## src/rtl/step_ctrl_pkg.sv

```systemverilog
// step_ctrl_pkg: shared types and constants for the step controller.
//   mode_t  - operating mode from the front-panel switches
//   state_t - controller state, also shown on the HEX display
//   RUN_DIV_DEFAULT - slow-run period in clock cycles (2 Hz at 50 MHz)
package step_ctrl_pkg;

    typedef enum logic [1:0] {
        MODE_STEP     = 2'b00,
        MODE_RUN_SLOW = 2'b01,
        MODE_RUN_FAST = 2'b10,
        MODE_BURST    = 2'b11
    } mode_t;

    typedef enum logic [1:0] {
        ST_IDLE   = 2'b00,
        ST_RUN    = 2'b01,
        ST_BURST  = 2'b10,
        ST_HALTED = 2'b11
    } state_t;

    localparam int unsigned RUN_DIV_DEFAULT = 25_000_000;

endpackage

```

## src/rtl/step_controller_rate_divider.sv

```systemverilog
// rate_divider: free-running modulo-RUN_DIV counter for slow-run mode.
//   clk, rst_n : clock, async active-low reset
//   clear      : synchronous clear to 0 (dominates run)
//   run        : advance the counter this cycle
//   tick       : high for the one cycle the counter sits at RUN_DIV-1 while running
module rate_divider
    import step_ctrl_pkg::*;
#(
    parameter int unsigned RUN_DIV = RUN_DIV_DEFAULT,
    parameter int unsigned DIV_W   = 25
) (
    input  logic clk,
    input  logic rst_n,
    input  logic clear,
    input  logic run,
    output logic tick
);

    localparam logic [DIV_W-1:0] LAST = DIV_W'(RUN_DIV - 1);

    logic [DIV_W-1:0] count;

    always_ff @(posedge clk or negedge rst_n) begin
        if (!rst_n) begin
            count <= '0;
        end else if (clear) begin
            count <= '0;
        end else if (run) begin
            count <= (count == LAST) ? '0 : count + 1'b1;
        end
    end

    assign tick = run && !clear && (count == LAST);

endmodule

```

## src/rtl/step_controller.sv

```systemverilog
// step_controller: turns debounced key strobes into a registered one-cycle
// clock-enable for the processor. Modes: single step, slow run, fast run,
// fixed-length burst. Halt has priority over Strobe, which has priority over
// divider/burst activity.
// Optional feature: define STEP_CTRL_BREAKPOINT_EN to add a PC breakpoint
// (ports PcIn, BreakAddr, BreakArm) that stops RUN/BURST before the enable.
// Ports:
//   Clock, ResetN   : clock, async active-low reset
//   Strobe          : one-cycle key press pulse
//   Mode            : 00 STEP, 01 RUN_SLOW, 10 RUN_FAST, 11 BURST
//   BurstCount      : burst length, sampled on the starting Strobe
//   Halt            : processor halted (level)
//   Enable          : registered one-cycle processor clock-enable
//   Busy            : high in RUN or BURST
//   State           : 00 IDLE, 01 RUN, 10 BURST, 11 HALTED
//   StepCount       : wrapping count of Enable pulses
module step_controller
    import step_ctrl_pkg::*;
#(
    parameter int unsigned RUN_DIV = RUN_DIV_DEFAULT,
    parameter int unsigned DIV_W   = 25,
    parameter int unsigned BURST_W = 8
) (
    input  logic               Clock,
    input  logic               ResetN,
    input  logic               Strobe,
    input  logic [1:0]         Mode,
    input  logic [BURST_W-1:0] BurstCount,
    input  logic               Halt,
`ifdef STEP_CTRL_BREAKPOINT_EN
    input  logic [7:0]         PcIn,
    input  logic [7:0]         BreakAddr,
    input  logic               BreakArm,
`endif
    output logic               Enable,
    output logic               Busy,
    output logic [1:0]         State,
    output logic [15:0]        StepCount
);

    mode_t              mode;
    state_t             state_q, state_d;
    logic [BURST_W-1:0] remaining_q, remaining_d;
    logic               en_d;
    logic               want;      // RUN/BURST would issue an enable this cycle
    logic               bp_hit;
    logic               div_clear, div_tick;

    assign mode  = mode_t'(Mode);
    assign State = state_q;

`ifdef STEP_CTRL_BREAKPOINT_EN
    assign bp_hit = BreakArm && (PcIn == BreakAddr);
`else
    assign bp_hit = 1'b0;
`endif

    // Divider only advances while slow-running; any other cycle holds it at 0,
    // which gives both the clear-on-entry and the clear on a slow/fast switch.
    assign div_clear = !(state_q == ST_RUN && mode == MODE_RUN_SLOW);

    rate_divider #(
        .RUN_DIV (RUN_DIV),
        .DIV_W   (DIV_W)
    ) u_div (
        .clk   (Clock),
        .rst_n (ResetN),
        .clear (div_clear),
        .run   (!div_clear),
        .tick  (div_tick)
    );

    always_comb begin
        state_d     = state_q;
        remaining_d = remaining_q;
        en_d        = 1'b0;
        want        = 1'b0;
        if (Halt) begin
            state_d = ST_HALTED;
        end else begin
            case (state_q)
                ST_HALTED: begin
                    if (Strobe) state_d = ST_IDLE;
                end
                ST_IDLE: begin
                    if (Strobe) begin
                        case (mode)
                            MODE_STEP:     en_d = 1'b1;
                            MODE_RUN_SLOW,
                            MODE_RUN_FAST: state_d = ST_RUN;
                            MODE_BURST: begin
                                if (BurstCount != '0) begin
                                    state_d     = ST_BURST;
                                    remaining_d = BurstCount;
                                end
                            end
                            default: ;
                        endcase
                    end
                end
                ST_RUN: begin
                    if (Strobe || mode == MODE_STEP || mode == MODE_BURST)
                        state_d = ST_IDLE;
                    else if (mode == MODE_RUN_FAST)
                        want = 1'b1;
                    else
                        want = div_tick;
                end
                ST_BURST: begin
                    if (Strobe || remaining_q == '0) begin
                        state_d     = ST_IDLE;
                        remaining_d = '0;
                    end else begin
                        want        = 1'b1;
                        remaining_d = remaining_q - 1'b1;
                    end
                end
                default: state_d = ST_IDLE;
            endcase
            // Breakpoint swallows the enable it would have issued and parks in
            // IDLE so the next STEP strobe executes the breakpoint instruction.
            if (want && bp_hit) begin
                want        = 1'b0;
                state_d     = ST_IDLE;
                remaining_d = '0;
            end
            en_d = en_d | want;
        end
    end

    always_ff @(posedge Clock or negedge ResetN) begin
        if (!ResetN) begin
            state_q     <= ST_IDLE;
            remaining_q <= '0;
            Enable      <= 1'b0;
            Busy        <= 1'b0;
            StepCount   <= '0;
        end else begin
            state_q     <= state_d;
            remaining_q <= remaining_d;
            Enable      <= en_d;
            Busy        <= (state_d == ST_RUN) || (state_d == ST_BURST);
            StepCount   <= StepCount + {15'd0, en_d};
        end
    end

endmodule

```

## config.mk

```make
export PLATFORM = sky130hd
export DESIGN_NAME = step_controller
export DESIGN_NICKNAME = d
export VERILOG_FILES = /design/src/rtl/step_ctrl_pkg.sv /design/src/rtl/step_controller_rate_divider.sv /design/src/rtl/step_controller.sv
export SDC_FILE = /design/constraint.sdc
export NUM_CORES = 1
export LEC_CHECK = 0
export BUFFER_PORTS_ARGS = -buffer_cell sky130_fd_sc_hd__buf_2
export CAP_MARGIN = 40
export CORE_UTILIZATION = 53
export DETAILED_ROUTE_END_ITERATION = 12
export PLACE_DENSITY = 0.71
export SKIP_LAST_GASP = 1
export SLEW_MARGIN = 20
export SYNTH_ARGS = -nofsm -noshare
export SYNTH_HDL_FRONTEND = slang
export SYNTH_SLANG_ARGS = --single-unit
```

## constraint.sdc

```tcl
create_clock -name Clock -period 3.4 [get_ports Clock]
set_clock_uncertainty 0.1 [all_clocks]
set_input_delay 0.68 -clock Clock [delete_from_list [all_inputs] [get_ports Clock]]
set_output_delay 0.68 -clock Clock [all_outputs]
set_load 0.02 [all_outputs]
```

==> flow_summary.toml <==
[run_status]
status = "completed"

[sta]
slew_headroom = 0.5527
worst_pin_slew_ps = 664.9
fin_ws_ps = 425.7
fin_setup_tns_ps = 0
setup_viol = 0
hold_viol = 0
maxSlewViolCount = 0
rsz0062_at_grt = "false"
max_freq_mhz = 336.2
finalCriticalPeriod_ps = 2974
finalCritPeriodShare = 0.8748

[pwr]
power_switching_share = 0.3378
vdd_drop_max_mv = 0.2457
clockPowerShare = 0.248
switchingPower_uw = 498.9
p_int_uw = 977.9
combPwrFrac = 0.230
power_frac_seq = 0.521
p_leak_nw = 1.478
p_per_area_nw_per_um2 = 443.7

[drt]
remaining_drc_errors = 0
wl_per_cell_um = 13.69
drt_first_pass_iters = 4
drt_wl_total_um = 5628
vias_per_cell = 5.450
dr_total_vias = 2240
final_antenna_net_count = 0
drt_iter0_drc = 96

[floorplanning]
num_rows = 26
initial_core_util = 0.5677
core_sq_um = 5270
die_w_um = 77.13
ios = 34
die_height_um = 77.13
die-area_sq_um = 5949

[yosys]
synth_cell_type_count = 52
async_flop_share = 1.000
synthFlopType = "dfrtp_1"
synthesis.nets = 326
yosys.area.top_type = "dfrtp_1"
syn_inst = 300
synth_seq_cells = 53
synth_edf_count = 0
synth_area_per_cell_sq_um = 9.972
yosysSeqAreaShare = 0.4433
netlist_area_sq_um = 2992
synth.top_cells.by_area = "dfrtp_1 (44%), xnor2_1 (8.8%), ha_1 (5.0%)"
synth_top_area_share = 0.4433
ys_warn_count = 0

[grt]
antenna_found_initial = 0
grt_pass1_wl_um = 9729
overflow = 0
grt_max_degree = 28
grt_pass1_vias = 2155
grt_use_total = 0.2062

[hold_path]
min_path_type = "in -> async"

[critical_path]
crit_type = "reg -> reg"
worst-endpoint-arrival_ps = 3120
crit_path_end_kind = "flop"
r2r-start = "State[1]$_DFF_PN0_"
rrSetupSlack_ps = 430
cp_common_cell = "ha_1"
critical_path.slowest_cell = "dfrtp_1"
cp.required_ps = 3550
cp-start-kind = "flop"
worstPathCellList = "inv_1, ha_1, nor4b_1, or2_2, nand3b_1, o22ai_1, ha_1, ha_1, nand2_1, or2_2, nor2_1, xor2_1"
crit_fanout = 7
cpPeakStageDelay_ps = 470
worstRegToRegCells = 12
rr_endpoint = "StepCount[12]$_DFF_PN0_"

[clocking]
cts_tree = "built"
cts_buffers = 5
path_clk_slew_ps = 100
h-tree-depth = 2
cts_sinks = 53
clock_latency_ps = 310
postCtsHoldBufs = 0
cts_buffer_depth = 2
cts-root-buf = "clkbuf_8"
ctsResizeCount = 0
postCtsSetupRepairBufs = 0

[cells_and_area]
syn_to_final_growth_pct = 11.25
nets = 366
drive_gt1_frac = 0.1965
n_antenna_cell = 0

[place]
port_buffers = 33
dp_hpwl_um = 4207
dp_slack_ps = 100.5
routabilityCongestion = 0.8365

[job]
maxCapViolCount = 0
[final cells by class]
type | count | area, sq um
clock buffers | 5 | 68.82
clock inverters | 3 | 26.28
fillers | 492 | 1942
inverters | 17 | 63.81
multi-input cells | 225 | 1553
flip-flops and latches | 53 | 1326
well taps | 70 | 87.58
repair buffers | 38 | 202.7
[flip-flops by register name (all words and copies together) (netlist names)]
| name | cells |
|---|---|
| Enable | 1 |
| StepCount | 16 |
| Busy | 1 |
| State | 2 |
| remaining_q | 8 |
| u_div.count | 25 |
[worst max-delay path, delay by kind of cell (launching register included)]
kind	cells	cell delay [ps]
xor gates and xnor gates	1	150
and+or+nand+nor	6	1130
adders and majority gates	3	730
AOI/OAI and AO/OA	1	200
DFF	1	470
buffers and inverters	1	140
[worst max-delay path by stage]
stage	slack [ps]	endpoint	startpoint	cells after the start
2_1_floorplan	410	StepCount[14]$_DFF_PN0_	Mode[0]	12
3_3_place_gp	220	StepCount[14]$_DFF_PN0_	Mode[0]	13
3_5_place_dp	100	StepCount[12]$_DFF_PN0_	Mode[0]	13
4_1_cts	360	StepCount[12]$_DFF_PN0_	u_div.count[0]$_DFF_PN0_	11
5_1_grt	170	StepCount[12]$_DFF_PN0_	State[1]$_DFF_PN0_	12
6_report	430	StepCount[12]$_DFF_PN0_	State[1]$_DFF_PN0_	12
[synthesized netlist by cell type, types with 2 or more instances]
library cell,count
dfrtp_1,53
nor2_1,38
xnor2_1,30
nand2_1,20
nand3_1,18
inv_1,15
o21ai_0,14
ha_1,12
nand4_1,8
nor3_1,8
a21oi_1,7
xor2_1,7
nor4_2,6
and3_1,5
nor4_1,5
and4_1,4
a31oi_1,3
a32oi_1,3
nor2_2,3
a22oi_1,2
and2_1,2
buf_6,2
nand2b_1,2
nand4_4,2
o211ai_1,2
o21bai_1,2
or2_2,2
[logic make-up after synthesis]
logic type	synth area share
adder cells (fa/ha/maj)	0.05019
multiplexers	0.003346
flip-flops	0.4433
XOR/XNOR	0.1083
AO/OA/AOI/OAI	0.09076
buffers and inverters	0.03764
AND/OR/NAND/NOR	0.2664
[cell usage in the layout (no fill, tap or decap), types with 3 or more instances in the layout]
| cell type | n |
|---|---|
| buf_2 | 33 |
| nor4_2 | 6 |
| xnor2_1 | 30 |
| nand4_1 | 8 |
| nor2_1 | 38 |
| o21ai_0 | 14 |
| and4_1 | 4 |
| dfrtp_1 | 53 |
| nor4_1 | 5 |
| inv_1 | 15 |
| a21oi_1 | 7 |
| ha_1 | 12 |
| a31oi_1 | 3 |
| a32oi_1 | 3 |
| nand2_1 | 20 |
| nor2_2 | 3 |
| nor3_1 | 8 |
| clkbuf_8 | 5 |
| xor2_1 | 7 |
| and3_1 | 5 |
| buf_4 | 5 |
| nand3_1 | 18 |
[power by group through the flow]
| stage | combinational, mW | clock [mW] | sequential [mW] |
|---|---|---|---|
| after floorplan | 0.221 | 0 | 0.793 |
| after global placement | 0.336 | 0 | 0.778 |
| after detailed placement | 0.341 | 0 | 0.783 |
| after CTS | 0.343 | 0.380 | 0.769 |
| after global routing | 0.386 | 0.398 | 0.780 |
| final | 0.340 | 0.367 | 0.769 |
[per-layer routing]
layer / GRT usage / wire, um
met1: 0.2689 / 2627
met2: 0.3451 / 2721
met3: 0.02976 / 197
met4: 0.07925 / 82
met5: 0 / 0
[stage by stage]
stage	util	hold WS, ps	instances	total power [mW]	cell area (sq um)
final	0.6315	258.1	411	1.477	3328
after global routing	0.6315	302.5	411	1.564	3328
after CTS	0.6315	274.8	411	1.492	3328
after detailed placement	0.6135	366.3	403	1.124	3233
after global placement	0.6135	356.8	403	1.114	3233
after floorplan	-	284.4	300	1.014	2992
Note: power is estimated with default switching activity, not from simulation.
